--- src/rtl/voice_alloc.sv ---
// voice_alloc: polyphonic voice allocator between the MIDI decoder and the synth engine.
// Events are scanned one voice per cycle, then committed in a single cycle.
// Note-on target priority is: retrigger of a gated voice with the same key, then the
// lowest idle voice, then the oldest ungated voice, then the oldest voice overall.
// Optional build macro: SUSTAIN_PEDAL_EN adds the sustain input and per-voice hold bits.
module voice_alloc #(
  parameter int unsigned VOICES  = 8,
  parameter int unsigned V_WIDTH = 3
) (
  input  logic               OSC_CLK,
  input  logic               iRST,
  input  logic               ev_valid,
  output logic               ev_ready,
  input  logic [1:0]         ev_type,
  input  logic [6:0]         ev_key,
  input  logic [6:0]         ev_vel,
  input  logic [VOICES-1:0]  voice_free,
`ifdef SUSTAIN_PEDAL_EN
  input  logic               sustain,
`endif
  output logic [VOICES-1:0]  keys_on,
  output logic               note_on,
  output logic               note_off,
  output logic [V_WIDTH-1:0] cur_key_adr,
  output logic [7:0]         cur_key_val,
  output logic [7:0]         cur_vel_on,
  output logic [7:0]         cur_vel_off,
  output logic               stolen,
  output logic               off_miss
);

  localparam logic [1:0] EV_OFF  = 2'b00;
  localparam logic [1:0] EV_ON   = 2'b01;
  localparam logic [1:0] EV_ALL  = 2'b10;

  typedef enum logic [1:0] {
    ST_IDLE,
    ST_SCAN,
    ST_COMMIT
  } state_t;

  state_t               state;

  // Captured event
  logic [1:0]           ev_type_q;
  logic [6:0]           ev_key_q;
  logic [6:0]           ev_vel_q;

  // Per-voice tables; ages are always a permutation of 0..VOICES-1
  logic [6:0]           key_tab [VOICES];
  logic [V_WIDTH-1:0]   age_tab [VOICES];

  // Scan position and candidate trackers
  logic [V_WIDTH-1:0]   scan_idx;
  logic                 match_found;
  logic [V_WIDTH-1:0]   match_idx;
  logic                 free_found;
  logic [V_WIDTH-1:0]   free_idx;
  logic                 rel_found;
  logic [V_WIDTH-1:0]   rel_idx;
  logic [V_WIDTH-1:0]   rel_age;
  logic                 old_found;
  logic [V_WIDTH-1:0]   old_idx;
  logic [V_WIDTH-1:0]   old_age;

`ifdef SUSTAIN_PEDAL_EN
  logic [VOICES-1:0]    hold;
  logic                 sus_q;
  logic                 sus_pend;
  logic                 sus_fall;
`endif

  // Decoded event kind and note-on target, from the captured event and scan results
  logic                 is_on_c;
  logic                 is_off_c;
  logic                 is_all_c;
  logic [V_WIDTH-1:0]   on_tgt_c;
  logic                 on_steal_c;

  // Event decode and target selection
  always_comb begin
    is_on_c    = 1'b0;
    is_off_c   = 1'b0;
    is_all_c   = 1'b0;
    on_tgt_c   = old_idx;
    on_steal_c = 1'b1;
    if (ev_type_q == EV_ON && ev_vel_q != 7'd0) begin
      is_on_c = 1'b1;
    end else if (ev_type_q == EV_OFF || ev_type_q == EV_ON) begin
      is_off_c = 1'b1;
    end else if (ev_type_q == EV_ALL) begin
      is_all_c = 1'b1;
    end
    if (match_found) begin
      on_tgt_c   = match_idx;
      on_steal_c = 1'b0;
    end else if (free_found) begin
      on_tgt_c   = free_idx;
      on_steal_c = 1'b0;
    end else if (rel_found) begin
      on_tgt_c   = rel_idx;
    end
  end

`ifdef SUSTAIN_PEDAL_EN
  // Sustain pedal falling edge
  always_comb begin
    sus_fall = sus_q && !sustain;
  end
`endif

  // Allocator FSM with registered outputs and tables
  always_ff @(posedge OSC_CLK or posedge iRST) begin
    if (iRST) begin
      state       <= ST_IDLE;
      ev_ready    <= 1'b1;
      ev_type_q   <= '0;
      ev_key_q    <= '0;
      ev_vel_q    <= '0;
      keys_on     <= '0;
      note_on     <= 1'b0;
      note_off    <= 1'b0;
      cur_key_adr <= '0;
      cur_key_val <= '0;
      cur_vel_on  <= '0;
      cur_vel_off <= '0;
      stolen      <= 1'b0;
      off_miss    <= 1'b0;
      scan_idx    <= '0;
      match_found <= 1'b0;
      match_idx   <= '0;
      free_found  <= 1'b0;
      free_idx    <= '0;
      rel_found   <= 1'b0;
      rel_idx     <= '0;
      rel_age     <= '0;
      old_found   <= 1'b0;
      old_idx     <= '0;
      old_age     <= '0;
      for (int v = 0; v < int'(VOICES); v++) begin
        key_tab[v] <= '0;
        age_tab[v] <= V_WIDTH'(int'(VOICES) - 1 - v);
      end
`ifdef SUSTAIN_PEDAL_EN
      hold     <= '0;
      sus_q    <= 1'b0;
      sus_pend <= 1'b0;
`endif
    end else begin
      note_on  <= 1'b0;
      note_off <= 1'b0;
      stolen   <= 1'b0;
      off_miss <= 1'b0;
`ifdef SUSTAIN_PEDAL_EN
      sus_q <= sustain;
      if (state != ST_IDLE) begin
        sus_pend <= sus_pend | sus_fall;
      end
`endif
      case (state)
        ST_IDLE: begin
`ifdef SUSTAIN_PEDAL_EN
          // Release every held voice once the pedal has come up
          if (sus_pend) begin
            keys_on <= keys_on & ~hold;
            hold    <= '0;
          end
          sus_pend <= sus_fall;
`endif
          if (ev_valid) begin
            ev_type_q   <= ev_type;
            ev_key_q    <= ev_key;
            ev_vel_q    <= ev_vel;
            ev_ready    <= 1'b0;
            scan_idx    <= '0;
            match_found <= 1'b0;
            free_found  <= 1'b0;
            rel_found   <= 1'b0;
            old_found   <= 1'b0;
            state       <= (ev_type == EV_ALL) ? ST_COMMIT : ST_SCAN;
          end
        end

        ST_SCAN: begin
          if (!match_found && keys_on[scan_idx] && key_tab[scan_idx] == ev_key_q) begin
            match_found <= 1'b1;
            match_idx   <= scan_idx;
          end
          if (!free_found && voice_free[scan_idx] && !keys_on[scan_idx]) begin
            free_found <= 1'b1;
            free_idx   <= scan_idx;
          end
          if (!keys_on[scan_idx] && (!rel_found || age_tab[scan_idx] > rel_age)) begin
            rel_found <= 1'b1;
            rel_idx   <= scan_idx;
            rel_age   <= age_tab[scan_idx];
          end
          if (!old_found || age_tab[scan_idx] > old_age) begin
            old_found <= 1'b1;
            old_idx   <= scan_idx;
            old_age   <= age_tab[scan_idx];
          end
          if (scan_idx == V_WIDTH'(VOICES - 1)) begin
            scan_idx <= '0;
            state    <= ST_COMMIT;
          end else begin
            scan_idx <= scan_idx + V_WIDTH'(1);
          end
        end

        ST_COMMIT: begin
          if (is_on_c) begin
            keys_on[on_tgt_c] <= 1'b1;
            key_tab[on_tgt_c] <= ev_key_q;
            note_on           <= 1'b1;
            stolen            <= on_steal_c;
            cur_key_adr       <= on_tgt_c;
            cur_key_val       <= {1'b0, ev_key_q};
            cur_vel_on        <= {1'b0, ev_vel_q};
`ifdef SUSTAIN_PEDAL_EN
            hold[on_tgt_c]    <= 1'b0;
`endif
            // Target becomes youngest; voices younger than it age by one
            for (int v = 0; v < int'(VOICES); v++) begin
              if (V_WIDTH'(v) == on_tgt_c) begin
                age_tab[v] <= '0;
              end else if (age_tab[v] < age_tab[on_tgt_c]) begin
                age_tab[v] <= age_tab[v] + V_WIDTH'(1);
              end
            end
          end else if (is_off_c) begin
            if (match_found) begin
`ifdef SUSTAIN_PEDAL_EN
              if (sustain) begin
                hold[match_idx] <= 1'b1;
              end else begin
                keys_on[match_idx] <= 1'b0;
                note_off           <= 1'b1;
                cur_key_adr        <= match_idx;
                cur_key_val        <= {1'b0, ev_key_q};
                cur_vel_off        <= {1'b0, ev_vel_q};
              end
`else
              keys_on[match_idx] <= 1'b0;
              note_off           <= 1'b1;
              cur_key_adr        <= match_idx;
              cur_key_val        <= {1'b0, ev_key_q};
              cur_vel_off        <= {1'b0, ev_vel_q};
`endif
            end else begin
              off_miss <= 1'b1;
            end
          end else if (is_all_c) begin
            keys_on <= '0;
`ifdef SUSTAIN_PEDAL_EN
            hold    <= '0;
`endif
          end
          ev_ready <= 1'b1;
          state    <= ST_IDLE;
        end

        default: begin
          ev_ready <= 1'b1;
          state    <= ST_IDLE;
        end
      endcase
    end
  end

endmodule

--- config.mk ---
export PLATFORM = sky130hd
export DESIGN_NAME = voice_alloc
export DESIGN_NICKNAME = d
export VERILOG_FILES = /design/src/rtl/voice_alloc.sv
export SDC_FILE = /design/constraint.sdc
export NUM_CORES = 1
export LEC_CHECK = 0
export CAP_MARGIN = 20
export CELL_PAD_IN_SITES_DETAIL_PLACEMENT = 0
export CELL_PAD_IN_SITES_GLOBAL_PLACEMENT = 2
export CORE_MARGIN = 3
export CORE_UTILIZATION = 42
export CTS_CLUSTER_DIAMETER = 50
export CTS_CLUSTER_SIZE = 24
export DETAILED_ROUTE_END_ITERATION = 10
export PLACE_DENSITY = 0.95
export SLEW_MARGIN = 20
export SYNTH_ARGS = -nofsm -noshare
export SYNTH_HDL_FRONTEND = slang
export SYNTH_SLANG_ARGS = --single-unit
export TNS_END_PERCENT = 1
--- constraint.sdc ---
create_clock -name OSC_CLK -period 14.78 [get_ports OSC_CLK]
set_input_delay 2.956 -clock OSC_CLK [delete_from_list [all_inputs] [get_ports OSC_CLK]]
set_output_delay 2.956 -clock OSC_CLK [all_outputs]
set_load 0.02 [all_outputs]
Word level (Yosys, flattened, before mapping) --
Cells that the tools add are included.
Storage, ports and cells: bits in registers 161, input port bits 27, memories 0, bits in latches 0, output and inout bits 40, word-level logic and storage cells 239, RAM bits 0, ROM bits 0
Cells by class: multiply operators 0, div/mod/pow operators 0, multiplexer cells 86, equality and inequality tests 21, shifts and indexed selects 0, bitwise gates (word level) 7, order comparisons 18, reduce and logical (&&, ||, !) cells 57, add/subtract/negate cells 9
Operator list (number):
- 2-to-1 mux 3 bit | 28
- bitwise mux 56 bit | 1
- 2-to-1 mux 8 bit | 7
- AND reduction 3 bit | 14
- 2-to-1 mux 1 bit | 29
- adder 3 x 1 -> 3 bit, second input constant | 9
- < comparator 3 bit | 8
- nonzero test 2 bit | 11
- binary-select mux 7 bit (select 3 bit) | 1
- demux 7 bit (select 3 bit) | 1
- 2-to-1 mux 7 bit | 3
- binary-select mux 3 bit (select 3 bit) | 2
- AND reduction 2 bit | 9
- == test 3 bit, first input constant | 4
- < comparator 3 x 4 -> 1 bit, second input constant | 3
- != test 2 bit, second input constant | 6
- case mux 1 bit (2 select lines) | 5
- logical AND 1 bit | 9
- bitwise AND 8 bit | 1
- greater-or-equal comparator 4 bit, second input constant | 2
- NOT 3 -> 4 bit | 2
- NOT 8 bit | 1
- OR 8 bit | 1
- == test 7 bit | 1
- 22 further kinds | 40

Longest topological paths before layout --
word-level depth 10, mapped depth 15, gate-level depth less buffers 12

Worst setup path after synthesis --
No wires, ideal clock.
path type input port to flip-flop, start point input port voice_free[5], end point register free_idx[0], path buffers 0, data required time 14.655 ns, stages on the path 4, data arrival time 3.927 ns, setup slack 10.729 ns, setup time 0.125 ns, path through mux4_2 > mux2i_1 > nor3_1 > mux2_2
Between the ends: cells in the longest elaborated chain, start to end 5
Ends and longest elaborated chain:
- start, declared | line 17 | input logic [VOICES-1:0] voice_free,
- binary-select mux 1 bit (select 3 bit) | line 189 | if (!free_found && voice_free[scan_idx] && !keys_on[scan_idx]) begin
- 2-to-1 mux 1 bit (not written as such) | line 189
- logical AND 1 bit (2 in a row) | line 189
- AND reduction 2 bit (no line)
- end signal, assigned | line 191 | free_idx <= scan_idx;
- end, declared | line 58 | logic [V_WIDTH-1:0] free_idx;
No other way between the ends. The select of a mux whose other input is x is not followed. A chain may end at the register's enable or synchronous reset.

Worst setup path in the final report --
start point register ev_ready, end point output port ev_ready
RTL lines:
- start, declared | line 13 | output logic ev_ready,
- start signal, assigned | line 116 | ev_ready <= 1'b1;
- start signal, assigned | line 174 | ev_ready <= 1'b0;
- start signal, assigned | line 259 | ev_ready <= 1'b1;
No word-level cell between the ends.

==> results by group <==
Timing
  • RSZ-0062 raised after global routing: no
  • Period minus WS final: 4510 ps
  • Setup TNS: 0 ps
  • Max Fclk: 222 MHz
  • Clock skew: 9.92 ps
  • Slew at the pin closest to its max-slew limit: 1120 ps
  • Worst slew margin: 25.3%
  • Final setup fails: 0
  • Period utilisation layout: 30.5%
  • WHS: 471 ps
  • Fin. Hold Viols: 0
  • Final count of pins violating max slew: 0

Critical path
  • RR Endpoint: age_tab[1]$_DFFE_PP0P_
  • Max stage delay cell, worst path: clkdlybuf4s50_1
  • CP Capture Point: ev_ready
  • Cell chain of the critical path: clkdlybuf4s50_1
  • Worst r2r src: free_found$_DFFE_PP0P_
  • CP Max Fanout: 2
  • Worst Path Required: 11820 ps
  • Crit path buffers/inverters: 1
  • Critical Path Start: ev_ready$_DFFE_PP1P_
  • CP startpoint kind: flip-flop
  • Worst path depth: 1
  • Reg-to-reg slack, setup: 10620 ps
  • CP delay by family, top: buffers and inverters
  • Worst setup EP type: output port
  • Critical path class: reg -> out
  • Reg2reg path depth: 11
  • Arrival time of the worst setup path: 1560 ps
  • Slowest stage delay, CP: 600 ps

Finish
  • Area Overhead vs Synth: 16.8%
  • Register Area: 4020 um^2
  • Ant. Diodes: 0
  • Final cell count without fillers: 1088
  • # nets final: 862
  • Post-route cell area: 9930 um^2
  • Layout cells sized above 1: 21.7%
  • Fill count: 1795
  • Multi-input logic area: 4210 um^2

Floorplan
  • Io pins: 67
  • Cell Rows: 51
  • Die Area: 22000 um^2
  • Starting Density: 43.2%
  • Die Y: 148 um
  • Die width: 148 um
  • Core area: 19700 um^2

Clock network
  • Setup bufs post-CTS: 0
  • Root buffer cell: clkbuf_16
  • Number of H-tree levels: 4
  • TritonCTS Buffers: 17
  • CTS tree: yes
  • Clock Latency Late Sink: 430 ps
  • Clk pin slew, worst setup/hold paths: 60 ps
  • Sink Count: 160
  • Gates resized, CTS repair: 0
  • CTS max path bufs: 2
  • Hold Buf Count CTS: 0

Synth
  • Async SR Flop Fraction: 100%
  • Mapped Cells: 763
  • Synth Area per Inst: 11.1 um^2
  • Ys Warns: 0
  • Seq/Total Area, Yosys: 47.3%
  • Mapped cell area: 8500 um^2
  • Area fraction of the dominant cell type after synthesis: 43.3%
  • Synth Flop Type: dfrtp_1
  • Post-synth top area cell: dfrtp_1
  • Post-synth EDFFs: 0
  • Synth Register Bits: 160
  • Synth cell types: 68
  • Synth top area cells: dfrtp_1 (43%), mux2_2 (11%), mux4_2 (6.4%), nand2_1 (5.4%), dfstp_2 (4.0%)

Place
  • # port buffers: 63
  • Inst Count DP: 1056
  • Gpl congestion: 0.853
  • Area after DPL: 9330 um^2
  • Final HPWL DP: 14100 um

Status
  • Run status: finished clean

Power
  • Worst IR Drop VDD: 0.104 mV
  • Pwr dens: 203 nW/um^2
  • Static Leak: 0.00447 uW
  • Total power: 2020 uW

Routing
  • ANT nets after route: 0
  • Routed Wire Length: 21000 um
  • Vias post-DR: 6175
  • First-pass DRT Iterations: 5
  • WL per Instance: 19.3 um
  • Number of DRC markers in iteration 0: 438
  • DRC: 0
  • Vias per cell: 5.68

GRT
  • Total Routing Usage GR: 19.6%
  • First-pass GRT wire length: 33800 um
  • GRT Residual Overflow: 0
  • Number of global-route vias before repair: 6168
  • Pin count of the biggest net entering global routing: 115
  • Initial antenna violation count: 0

Min path
  • Worst Hold Class: reg -> reg

Job
  • Max Cap Viol: 0
[routing by layer]
| metal | track usage (%) | part of all wire [%] | wire length (um) | up-vias |
|---|---|---|---|---|
| li1 | - | - | - | 2866 |
| met1 | 28.0 | 47 | 9910 | 3161 |
| met2 | 30.9 | 47 | 9930 | 129 |
| met3 | 4.39 | 4.8 | 1000 | 19 |
| met4 | 4.06 | 0.88 | 184 | 0 |
| met5 | 0 | 0 | 0 | - |
[tightest hold or removal path, stage by stage, from the launching register on]
cell and delay, ps:
dfrtp_1 340, nand2_1 50, nand2_1 50
[worst min-delay path by stage]
stage | start | endpoint | slack, ps | cells past startpoint
2_1_floorplan | old_found$_DFFE_PP0P_ | old_found$_DFFE_PP0P_ | 450 | 2
3_3_place_gp | cur_vel_on[6]$_DFFE_PP0P_ | cur_vel_on[6]$_DFFE_PP0P_ | 460 | 2
3_5_place_dp | cur_vel_on[6]$_DFFE_PP0P_ | cur_vel_on[6]$_DFFE_PP0P_ | 460 | 2
4_1_cts | cur_vel_off[5]$_DFFE_PP0P_ | cur_vel_off[5]$_DFFE_PP0P_ | 480 | 2
5_1_grt | cur_vel_on[6]$_DFFE_PP0P_ | cur_vel_on[6]$_DFFE_PP0P_ | 500 | 2
6_report | cur_vel_on[6]$_DFFE_PP0P_ | cur_vel_on[6]$_DFFE_PP0P_ | 470 | 2
[cells in the mapped netlist (13+ instances only)]
cell and count:
a21oi_1 25, inv_1 16, o21ai_0 42, mux2_2 85
mux4_2 24, ha_1 24, nor2_1 29, clkbuf_1 28
dfstp_2 13, nand2_1 123, dfrtp_1 147
[cell usage in the layout, fill, tap and decap left out, drive strengths merged, types with 6 or more instances in the layout]
| cell | instances |
|---|---|
| clkbuf | 20 |
| clkinv | 8 |
| mux2i | 13 |
| mux2 | 86 |
| ha | 24 |
| inv | 18 |
| nand3 | 6 |
| buf | 10 |
| a31oi | 7 |
| nand2b | 11 |
| a211o | 8 |
| nor2 | 29 |
| a211oi | 8 |
| o21ai | 49 |
| nor3b | 8 |
| nand2 | 123 |
| nor3 | 13 |
| dfstp | 13 |
| nor2b | 12 |
| a32o | 11 |
| clkdlybuf4s50 | 63 |
| mux4 | 24 |
| a22o | 12 |
| dfrtp | 147 |
| o21a | 9 |
| a21oi | 31 |
[registers in the layout, summed over array words and instances (netlist names), 7 cells and up]
signal / cells
ev_vel_q: 7
cur_vel_off: 7
cur_vel_on: 7
age_tab: 24
keys_on: 8
ev_key_q: 7
cur_key_val: 7
key_tab: 56
[cell families after synthesis]
logic type / after synthesis / synth area share [%]
AND/OR/NAND/NOR: 226 / 12.3
flip-flops: 160 / 47.3
AO/OA/AOI/OAI: 159 / 13.4
multiplexers: 123 / 19.4
buffers and inverters: 63 / 3.31
adder cells (fa/ha/maj): 24 / 3.53
XOR/XNOR: 7 / 0.721
other: 1 / 0.0441
[through the flow]
stage,setup slack [ps],util [%]
finish,10270,50.5
global route,10220,50.5
floorplan,7530,-
CTS,10240,50.4
detailed placement,9830,47.4
global placement,9840,47.4
[where the power goes]
group,switching (uW),internal [uW]
clock network,183,254
registers,153,546
logic,496,383
[final cells by class]
type,instances,share of cell area [%]
flip-flops and latches,160,40.5
well taps,265,3.34
repair buffers,73,7.31
clock inverters,11,1.32
clock buffers,20,4.50
multi-input cells,542,42.3
inverters,17,0.693
Note: power is estimated with default switching activity, not from simulation.
